`src/rtl/ee201_clk_div_prog.sv`:
```
// Programmable glitch-free clock/tick divider with a shadowed divisor that is
// swapped in only at a period boundary, so a running period never gets cut short.
module ee201_clk_div_prog #(
    parameter int WIDTH       = 32,
    parameter int DEFAULT_DIV = 1666667
) (
    input  logic             Clk,
    input  logic             Reset,
    input  logic             En,
    input  logic             Mode,
    input  logic [WIDTH-1:0] DivIn,
    input  logic             DivLoad,
    output logic             ClkOut,
    output logic             Tick,
    output logic             LoadPending
);

    localparam logic [WIDTH-1:0] DEF_DIV = WIDTH'(DEFAULT_DIV);
    localparam logic [WIDTH-1:0] ONE     = WIDTH'(1);
    localparam logic [WIDTH-1:0] TWO     = WIDTH'(2);

    // (n+1)>>1 with one extra bit so n = 2^WIDTH-1 cannot overflow
    function automatic logic [WIDTH-1:0] half_of(input logic [WIDTH-1:0] n);
        logic [WIDTH:0] s;
        s = {1'b0, n} + (WIDTH+1)'(1);
        return WIDTH'(s >> 1);
    endfunction

    function automatic logic [WIDTH-1:0] clamp_div(input logic [WIDTH-1:0] n);
        return (n < TWO) ? TWO : n;
    endfunction

    logic [WIDTH-1:0] count;
    logic [WIDTH-1:0] count_nxt;
    logic [WIDTH-1:0] div_act;
    logic [WIDTH-1:0] half_act;
    logic [WIDTH-1:0] div_shadow;
    logic             wrap;
    logic             apply;

    always_comb begin
        wrap      = En && (count == div_act - ONE);
        apply     = wrap && LoadPending;
        count_nxt = count;
        if (En) begin
            count_nxt = wrap ? '0 : count + ONE;
        end
    end

    // Outputs are registered from the next-state count, so they update on the same edge as count
    always_ff @(posedge Clk) begin
        if (Reset) begin
            count       <= '0;
            div_act     <= DEF_DIV;
            half_act    <= half_of(DEF_DIV);
            div_shadow  <= DEF_DIV;
            LoadPending <= 1'b0;
            ClkOut      <= 1'b0;
            Tick        <= 1'b0;
        end else begin
            if (En) begin
                count  <= count_nxt;
                Tick   <= wrap;
                ClkOut <= Mode ? wrap : (count_nxt >= half_act);
            end else begin
                Tick <= 1'b0;
            end

            if (apply) begin
                div_act  <= div_shadow;
                half_act <= half_of(div_shadow);
            end

            // A load on a wrap edge lands in the shadow and waits for the following wrap
            if (DivLoad) begin
                div_shadow  <= clamp_div(DivIn);
                LoadPending <= 1'b1;
            end else if (apply) begin
                LoadPending <= 1'b0;
            end
        end
    end

endmodule

```
`config.mk`:
```
export PLATFORM = sky130hd
export DESIGN_NAME = ee201_clk_div_prog
export DESIGN_NICKNAME = d
export VERILOG_FILES = /design/src/rtl/ee201_clk_div_prog.sv
export SDC_FILE = /design/constraint.sdc
export NUM_CORES = 1
export LEC_CHECK = 0
export CORE_UTILIZATION = 60
export CTS_BUF_LIST = sky130_fd_sc_hd__clkbuf_4 sky130_fd_sc_hd__clkbuf_8
export DETAILED_ROUTE_END_ITERATION = 6
export PLACE_DENSITY = 0.89
export SLEW_MARGIN = 15
export SYNTH_ARGS = -nofsm -noshare
export SYNTH_HDL_FRONTEND = slang
export SYNTH_SLANG_ARGS = --single-unit
```
`constraint.sdc`:
```
create_clock -name Clk -period 6.8 [get_ports Clk]
set_input_delay 0.68 -clock Clk [delete_from_list [all_inputs] [get_ports Clk]]
set_output_delay 0.68 -clock Clk [all_outputs]
set_load 0.02 [all_outputs]
```
# After elaboration in Yosys (flattened, before gate mapping)
# Index checks and enable logic that the tools add are counted.
# word_totals
regBits,131
output_inout_bits,3
# classes
n_mux,6
addsub,3
order_cmp,2
n_eq_ne,1
n_reduce_logical,4
bitwise,1
# ops
op,count
$mux W32,3
$add A32 B1 Y33 const B,1
$add A32 B1 Y32 const B,1
$eq A32 B32 Y1,1
$ge A32 B32 Y1,1
$lt A32 B2 Y1 const B,1
$sub A32 B1 Y32 const B,1
$mux W1,3
$logic_and A1 B1 Y1,2
$reduce_bool A2 Y1,1
$reduce_or A2 Y1,1
$not A1 Y1,1

# Depth between registers and ports, before layout
# Gate-level depths: netlist of the first run.
# logic_depth
word_depth,7
depth_mapped,21

# Worst setup path before layout of the first run
# Ideal clock, no wire load.
# synth_timing
path_type,register to register
from,register div_act[0]
to,register ClkOut
stages_incl_launch_ff,22
t_required_ns,6.659
t_arrival_ns,4.321
path_slack_ns,2.338
path_buffers,2
path_cell_list,dfxtp_1 -> inv_1 -> ha_1 -> or4b_1 -> or4_1 -> o21ai_1 -> o2111ai_1 -> o2bb2a_4 -> o211ai_4 -> nor3_2 -> buf_2 -> buf_4 -> nor2_1 -> ha_1 -> a21o_1 -> a21o_1 -> a21o_1 -> a211o_1 -> o2111ai_1 -> a21oi_1 -> o41ai_1 -> a311oi_1
# synth_between
elab_chain_len,7
# synth_lines
element,line,source
start: declaration,35,logic [WIDTH-1:0] div_act;
start signal: assignment,70,div_act <= div_shadow;
$sub A32 B1 Y32,42,wrap = En && (count == div_act - ONE);
$eq A32 B32 Y1,42,
$logic_and A1 B1 Y1,42,
$mux W32,46,count_nxt = wrap ? '0 : count + ONE;
$mux W32,45,if (En) begin
named net count_nxt[17],34,logic [WIDTH-1:0] count_nxt;
$ge A32 B32 Y1,64,ClkOut <= Mode ? wrap : (count_nxt >= half_act);
$mux W1,64,
end signal: assignment,64,
end: declaration,13,"output logic ClkOut,"
# The timed path passes the listed nets, and every way through them passes these cells.
# A chain may end at the register's enable or synchronous reset.

# Final worst setup path of the first run
# Ends and elaborated chain as after synthesis.

==> results of run 1 <==
-- worst max path at each step --
stage | cells after the start | slack (ns) | end
2_1_floorplan | 21 | 2.34 | ClkOut
5_1_grt | 19 | 0.93 | ClkOut
3_3_place_gp | 21 | 1.56 | ClkOut
4_1_cts | 21 | 1.40 | ClkOut
6_report | 21 | 1.36 | ClkOut
3_5_place_dp | 21 | 1.41 | ClkOut
-- placed cells by master (no fill, tap or decap), types with 37 or more instances in the layout --
cell,n
clkdlybuf4s50_1,37
dfxtp_1,131
inv_1,48
nand2_1,54
nand4_1,48
nor2_1,86
nor3_1,43
nor4_1,43
xnor2_1,49
xor2_1,46
-- worst max-delay path, delay by kind of cell (launching register included) --
| kind | cells | cell delay (ns) |
|---|---|---|
| AO/OA/AOI/OAI | 11 | 1.84 |
| AND/OR/NAND/NOR | 5 | 1.80 |
| flip-flops | 1 | 0.36 |
| buffers and inverters | 3 | 0.71 |
| adder cells (fa/ha/maj) | 2 | 0.57 |
-- layout make-up --
type | count | area, um2
Multi-Input combinational cell | 731 | 4957
Clock buffer | 17 | 234.0
Fill cell | 1095 | 4384
Clock inverter | 15 | 172.7
Tap cell | 176 | 220.2
Inverter | 49 | 183.9
Sequential cell | 131 | 2623
Timing Repair Buffer | 49 | 467.9
-- power groups by stage --
stage	logic [W]	registers [W]	clock network, W
after global placement	0.000103	0.000817	0
after global routing	0.000117	0.000803	0.000730
final	0.000107	0.000801	0.000685
after detailed placement	0.000105	0.000818	0
after floorplan	0.0000653	0.000811	0
after CTS	0.000106	0.000800	0.000693
-- cells by family after synthesis --
| family | Yosys count | share of synthesized area, % |
|---|---|---|
| buffers and inverters | 130 | 6.894 |
| AO/OA/AOI/OAI | 213 | 18.39 |
| multiplexers | 30 | 3.693 |
| XOR/XNOR | 95 | 10.23 |
| AND/OR/NAND/NOR | 358 | 23.15 |
| adder cells (fa/ha/maj) | 35 | 5.386 |
| flip-flops | 131 | 32.26 |
-- metrics by stage --
step | area, um2 | hold WS (ns) | setup slack (ns) | util, % | total power, W
global placement | 8452 | 0.4567 | 1.557 | 63.82 | 0.0009201
finish | 8859 | 0.4785 | 1.362 | 66.89 | 0.001594
floorplan | 8130 | 0.4440 | 2.338 | - | 0.0008766
global route | 8859 | 0.5183 | 0.9284 | 66.89 | 0.001650
detailed placement | 8452 | 0.4619 | 1.411 | 63.82 | 0.0009231
CTS | 8859 | 0.4712 | 1.404 | 66.89 | 0.001599
-- sequential cells by signal, indices dropped and copies added, names as in the netlist --
name         cells
div_act         32
div_shadow      32
count           32
LoadPending      1
Tick             1
half_act        32
ClkOut           1
-- layer usage --
metal / part of all wire [%] / global-route usage, %
met1: 43 / 44.29
met2: 45 / 49.85
met3: 8.9 / 6.226
met4: 2.8 / 13.13
met5: 0 / 0
==> Implementation_results.wiki, run 1 <==
{| class="wikitable"
! Metric !! Value
|-
| Critical path's slowest cell || nor3_4
|-
| Reg clk slew, reported paths || 0.08 ns
|-
| Type of the most critical hold path || reg2reg
|-
| Ant. Diodes || 0
|-
| Ordered list of cells on the worst path || inv_1, ha_1, or4b_1, or4_1, o21ai_1, o2111ai_1, o2bb2a_4, o211ai_4, buf_4, nor3_4, buf_12, nor2_1, ha_1, a21o_1, a21o_1, a21oi_1, nor2b_1, o21ai_0, a21oi_1, o41ai_1, a311oi_1
|-
| Critical path origin || div_act[0]
|-
| Ratio of cells with drive above 1 in the final layout || 5.948%
|-
| Power density over the cells || 179.9 nW/um2
|-
| Syn Std Cell Area || 8130 um2
|-
| Count of unresolved DRC violations after routing || 0
|-
| Number of antenna violations at the first check in global routing || 0
|-
| IO buf count || 39
|-
| Setup repair after global routing missed its margin || false
|-
| CTS H-tree lvls || 4
|-
| Crit Reg-Reg Endpoint || ClkOut
|-
| Vias post-DR || just under 8000
|-
| Gate count after technology mapping || 992
|-
| WHS Endpoint || half_act[31]
|-
| Worst slew slack as a fraction of its limit || 24.88%
|-
| Result of the run || completed
|-
| Max Transition Viols Final || 0
|-
| Category of the most critical setup path || reg2reg
|-
| Hold-critical path depth || 2
|-
| Final setup violation count || 0
|-
| Net switching fraction of the power || 27.08%
|-
| Remaining antenna violation count || 0
|-
| First-pass GRT wire length || 36.02 mm
|-
| Highest attainable clock frequency || 0.1839 GHz
|-
| Total detailed-routing wirelength || 21.84 mm
|-
| Most used standard cells in the synthesized netlist || dfxtp_1, nor2_1, nand2_1, xnor2_1
|-
| Internal power || 0.001162 W
|-
| TNS Setup || 0 ns
|-
| Row Count || 42
|-
| Area fraction of the dominant cell type after synthesis || between 30% and 40%
|-
| Top-level I/O count || 40
|-
| Effective utilization at floorplan || 61.39%
|-
| Seq cells post-synth || between 100 and 150
|-
| Number of cells traversed by the worst register-to-register path || 21
|-
| Clk Latency, worst-skew pair || 0.46 ns
|-
| Signed area change from the synthesized netlist to the final layout || 8.957%
|-
| Async set or reset register ratio after synthesis || 0%
|-
| Overall die area || 14020 um2
|-
| Vert. Die Dim || 118.4 um
|-
| Number of nets in the synthesized netlist || 1064
|-
| Required time of the critical path || 7.14 ns
|-
| Cell type with the largest total area after synthesis || dfxtp_1
|-
| Critical path endpoint category || flip-flop
|-
| Number of hold-repair buffers added at the cts stage || 0
|-
| Switching power || 0.0004315 W
|-
| Slew of the pin with the lowest slew margin || about 1.1 ns
|-
| Cts bufs inserted || 17
|-
| Crit Path Max Fanout || 64
|-
| Largest vdd supply drop || 0.1696 mV
|-
| Warnings from Yosys || 0
|-
| HPWL Detailed || 15.37 mm
|-
| Average size of a mapped cell || 8.196 um2
|-
| Drt pass-1 iters || 5
|-
| Number of global-route vias before repair || 7121
|-
| Global-route usage over all layers || 32.32%
|-
| Kind of start point of the critical path || flip-flop
|-
| Number of non-filler instances in the completed layout || 1168
|-
| Die width || 118.4 um
|-
| Final critical-path share of the clock period || about four fifths
|-
| Leakage dissipation || between 3 and 4 nW
|-
| Critical register-to-register path startpoint || div_act[0]
|-
| Post-layout net count || 1051
|-
| Hold Violations, Final || 0
|-
| Fraction of power consumed by combinational cells || 6.7%
|-
| CTS-repair resized insts || 0
|-
| Number of flops mapped to enable cells by yosys || 0
|-
| CP max stage delay || 0.62 ns
|-
| Maximum number of pins on one net before global-route repair || 65
|-
| Final Critical Period || about 5.4 ns
|-
| Final weighted congestion in routability-driven placement || 0.9785
|-
| Clock tree from TritonCTS || yes
|-
| WL/cell || ~19 um
|-
| Register-to-Register Setup Slack || 1.36 ns
|-
| Clock tree root driver cell || clkbuf_8
|-
| Max Cap Violations || 0
|-
| Portion of the post-synthesis area used by sequential elements || 32.26%
|-
| Main synth FF type || dfxtp_1
|-
| Count of distinct cell types in the synthesized netlist || 62
|-
| Largest cells by area after synthesis || dfxtp_1, ha_1, xnor2_1, xor2_1, nor2_1
|-
| Worst-case clock buffer depth || 2
|-
| Area of the core || 13240 um2
|-
| Proportion of power drawn by flip-flops and latches || 50.3%
|-
| Library cell with the highest instance count after synthesis || dfxtp_1
|-
| First-iteration detailed-routing DRC count || 997
|-
| Post-CTS Setup Inserts || 0
|-
| GRT overflow || 0
|-
| Sinks on Clock Net || between 100 and 150
|-
| Arrival time of the worst setup path || approximately 5.8 ns
|-
| Placed cell count || approximately 1100
|-
| Fraction of power consumed by the clock network || 43.0%
|-
| Critical hold path startpoint || half_act[31]
|-
| Maximum clock skew at final layout || a little under 0.009 ns
|-
| Vias per cell || ~6.6
|}
(Power assumes the default switching activity.)
==> run 2: changes to the inputs <==
--- a/config.mk
+++ b/config.mk
@@ -5,7 +5,7 @@
 export SDC_FILE = /design/constraint.sdc
 export NUM_CORES = 1
 export LEC_CHECK = 0
-export CORE_UTILIZATION = 60
+export CORE_UTILIZATION = 57
 export CTS_BUF_LIST = sky130_fd_sc_hd__clkbuf_4 sky130_fd_sc_hd__clkbuf_8
 export DETAILED_ROUTE_END_ITERATION = 6
 export PLACE_DENSITY = 0.89
==> constraint.sdc (replaced) <==
create_clock -name Clk -period 4.6 [get_ports Clk]
set_input_delay 0.46 -clock Clk [delete_from_list [all_inputs] [get_ports Clk]]
set_output_delay 0.46 -clock Clk [all_outputs]
set_load 0.02 [all_outputs]
==> run 2 against run 1 <==
Compared with the run above: total power is 47% higher; via count is 3.3% higher; clock skew is 0.00070 ns higher; critical endpoint unchanged; register-to-register slack worse by 1.2 ns; clock power is 46% higher; sequential cell count stayed put; non-clock buffer count is 28 higher; first-iteration DRC count is 7.1% lower; worst hold slack better by 0.016 ns; fmax is 22% higher; cell count is 2.7% higher.
==> Implementation_results.wiki, run 2 (same netlist as run 1, synthesis figures left out) <==
{| class="wikitable"
! Metric !! Value
|-
| Result of the run || completed
|-
| Worst setup slack after layout || 0.1323 ns
|-
| Ant. Diodes || 0
|-
| HPWL Detailed || 15.68 mm
|-
| Fill cell total of the finished layout || 1085
|-
| Net switching fraction of the power || 26.83%
|-
| Worst slew slack as a fraction of its limit || 26.24%
|-
| First-iteration detailed-routing DRC count || 926
|-
| Remaining antenna violation count || 0
|-
| Power density over the cells || 255.5 nW/um2
|-
| Final weighted congestion in routability-driven placement || 1.015
|-
| Sinks on Clock Net || 131
|-
| Total detailed-routing wirelength || approximately 23 mm
|-
| Crit Path Max Fanout || 23
|-
| Ordered list of cells on the worst path || nor4_2, nand2_1, o31a_1, o21a_1, o31ai_2, nand4_2, nor3_4, buf_6, buf_16, nor2_1, ha_1, a21o_1, a211oi_1, o211ai_1, and3_1, o41ai_2, a311oi_1
|-
| Arrival time of the worst setup path || 4.81 ns
|-
| Highest attainable clock frequency || 0.2238 GHz
|-
| Number of antenna violations at the first check in global routing || 0
|-
| Clock tree from TritonCTS || yes
|-
| CP max stage delay || 0.42 ns
|-
| GRT overflow || 0
|-
| Row Count || 43
|-
| Kind of start point of the critical path || flip-flop
|-
| Maximum clock skew at final layout || ~0.0096 ns
|-
| Ratio of cells with drive above 1 in the final layout || 9.706%
|-
| CTS H-tree lvls || 4
|-
| Critical path's slowest cell || nor4_2
|-
| Clock tree root driver cell || clkbuf_8
|-
| Vias post-DR || 7988
|-
| WL/cell || 19.41 um
|-
| Max Transition Viols Final || 0
|-
| Number of global-route vias before repair || between 7000 and 8000
|-
| Internal power || 0.001714 W
|-
| IO buf count || 39
|-
| Critical path endpoint category || flip-flop
|-
| Global-route usage over all layers || 31.99%
|-
| Commonest non-fill, non-tap cell in the layout || dfxtp_1
|-
| Final critical-path share of the clock period || 97.12%
|-
| Critical hold path startpoint || div_act[31]
|-
| Largest vdd supply drop || around 0.27 mV
|-
| Proportion of power drawn by flip-flops and latches || between 50% and 60%
|-
| Required time of the critical path || 4.94 ns
|-
| Die width || 121.4 um
|-
| Critical path origin || div_act[9]
|-
| Type of the most critical hold path || reg2reg
|-
| Most frequent cells in the layout || dfxtp_1, nor2_1, nand2_1
|-
| Slew of the pin with the lowest slew margin || around 1.1 ns
|-
| Drt pass-1 iters || 5
|-
| Clk Latency, worst-skew pair || 0.47 ns
|-
| Fraction of power consumed by the clock network || 42.7%
|-
| Vert. Die Dim || 121.4 um
|-
| Cell class contributing the biggest share of worst-path delay || compound AO/OA/AOI/OAI gates
|-
| Reg clk slew, reported paths || roughly 0.080 ns
|-
| Fraction of power consumed by combinational cells || 6.8%
|-
| Hold Violations, Final || 0
|-
| Effective utilization at floorplan || 58.57%
|-
| Overall die area || roughly 15000 um2
|-
| Final setup violation count || 0
|-
| Total Power || 0.002343 W
|-
| Signed area change from the synthesized netlist to the final layout || 12.80%
|-
| Post-layout net count || 1079
|-
| Final Critical Period || 4.468 ns
|-
| Leakage dissipation || 3.512 nW
|-
| Max Cap Violations || 0
|-
| Area taken by multi-input logic gates || 5024 um2
|-
| Cts bufs inserted || 17
|-
| Reg area || 2624 um2
|-
| Setup WS pre-CTS || about 0.027 ns
|-
| Number of hold-repair buffers added at the cts stage || 0
|-
| Maximum number of pins on one net before global-route repair || 95
|-
| Area of the core || 13880 um2
|-
| First-pass GRT wire length || 36.87 mm
|-
| Buffer and inverter count on the worst path || 2
|-
| Worst-case clock buffer depth || 2
|-
| Vias per cell || 6.657
|-
| Critical register-to-register path startpoint || div_act[9]
|-
| Count of unresolved DRC violations after routing || 0
|-
| Switching power || 0.0006287 W
|-
| Top-level I/O count || 40
|-
| Category of the most critical setup path || reg2reg
|}
-- run 2: timing repair --
| item | CTS | global route |
|---|---|---|
| gates resized for setup | 0 | 20 |
| buffers inserted | 0 | 2 |
| setup endpoints to repair | 0 | 1 |
| endpoints found under the hold margin | 0 | 0 |
-- run 2: worst reg2reg max path, cell delays in order, from the launching register on --
cell and delay (ns):
dfxtp_1 0.33, nor4_2 0.42, nand2_1 0.32, o31a_1 0.38, o21a_1 0.20, o31ai_2 0.29
nand4_2 0.21, nor3_4 0.27, buf_6 0.17, buf_16 0.18, nor2_1 0.09, ha_1 0.30
a21o_1 0.19, a211oi_1 0.28, o211ai_1 0.18, and3_1 0.22, o41ai_2 0.23, a311oi_1 0.07
-- run 2: cell type report --
cell class | count | area share (%)
clock buffer | 18 | 2.633
clock inverter | 14 | 1.651
inverter | 49 | 2.005
multi-input combinational | 731 | 54.77
sequential | 131 | 28.61
tap | 180 | 2.456
timing repair buffer | 77 | 7.872
-- run 2: through the flow --
step | instances | hold slack (ns) | TNS, ns | utilization, % | instance area, um2
after floorplan | 992 | 0.4440 | 0 | - | 8130
after global placement | 1165 | 0.4589 | 0 | 62.28 | 8645
after detailed placement | 1165 | 0.4785 | 0 | 62.28 | 8645
after CTS | 1197 | 0.4882 | 0 | 65.11 | 9037
after global routing | 1200 | 0.5049 | -0.03781 | 66.07 | 9171
final | 1200 | 0.4949 | 0 | 66.07 | 9171
-- run 2: final timing paths --
check,end,slack (ns),cells after the start
hold reg to reg,div_act[31],0.49,2
setup reg to reg,ClkOut,0.13,17
hold / removal,div_act[31],0.49,2
setup / recovery,ClkOut,0.13,17
-- run 2: routing by layer --
metal | global-route usage, % | up-vias | wire (um)
met5 | 0 | - | 0
met4 | 13.58 | 0 | 534
met3 | 7.190 | 55 | 2508
met2 | 48.33 | 505 | 10460
met1 | 43.52 | 3717 | 9790
li1 | - | 3711 | -
-- run 2: power groups by stage --
stage | clock network [W] | logic (W) | registers [W]
after floorplan | 0 | 0.0000965 | 0.00120
after global placement | 0 | 0.000152 | 0.00121
after detailed placement | 0 | 0.000156 | 0.00121
after CTS | 0.00101 | 0.000156 | 0.00118
after global routing | 0.00106 | 0.000171 | 0.00119
final | 0.000999 | 0.000159 | 0.00118
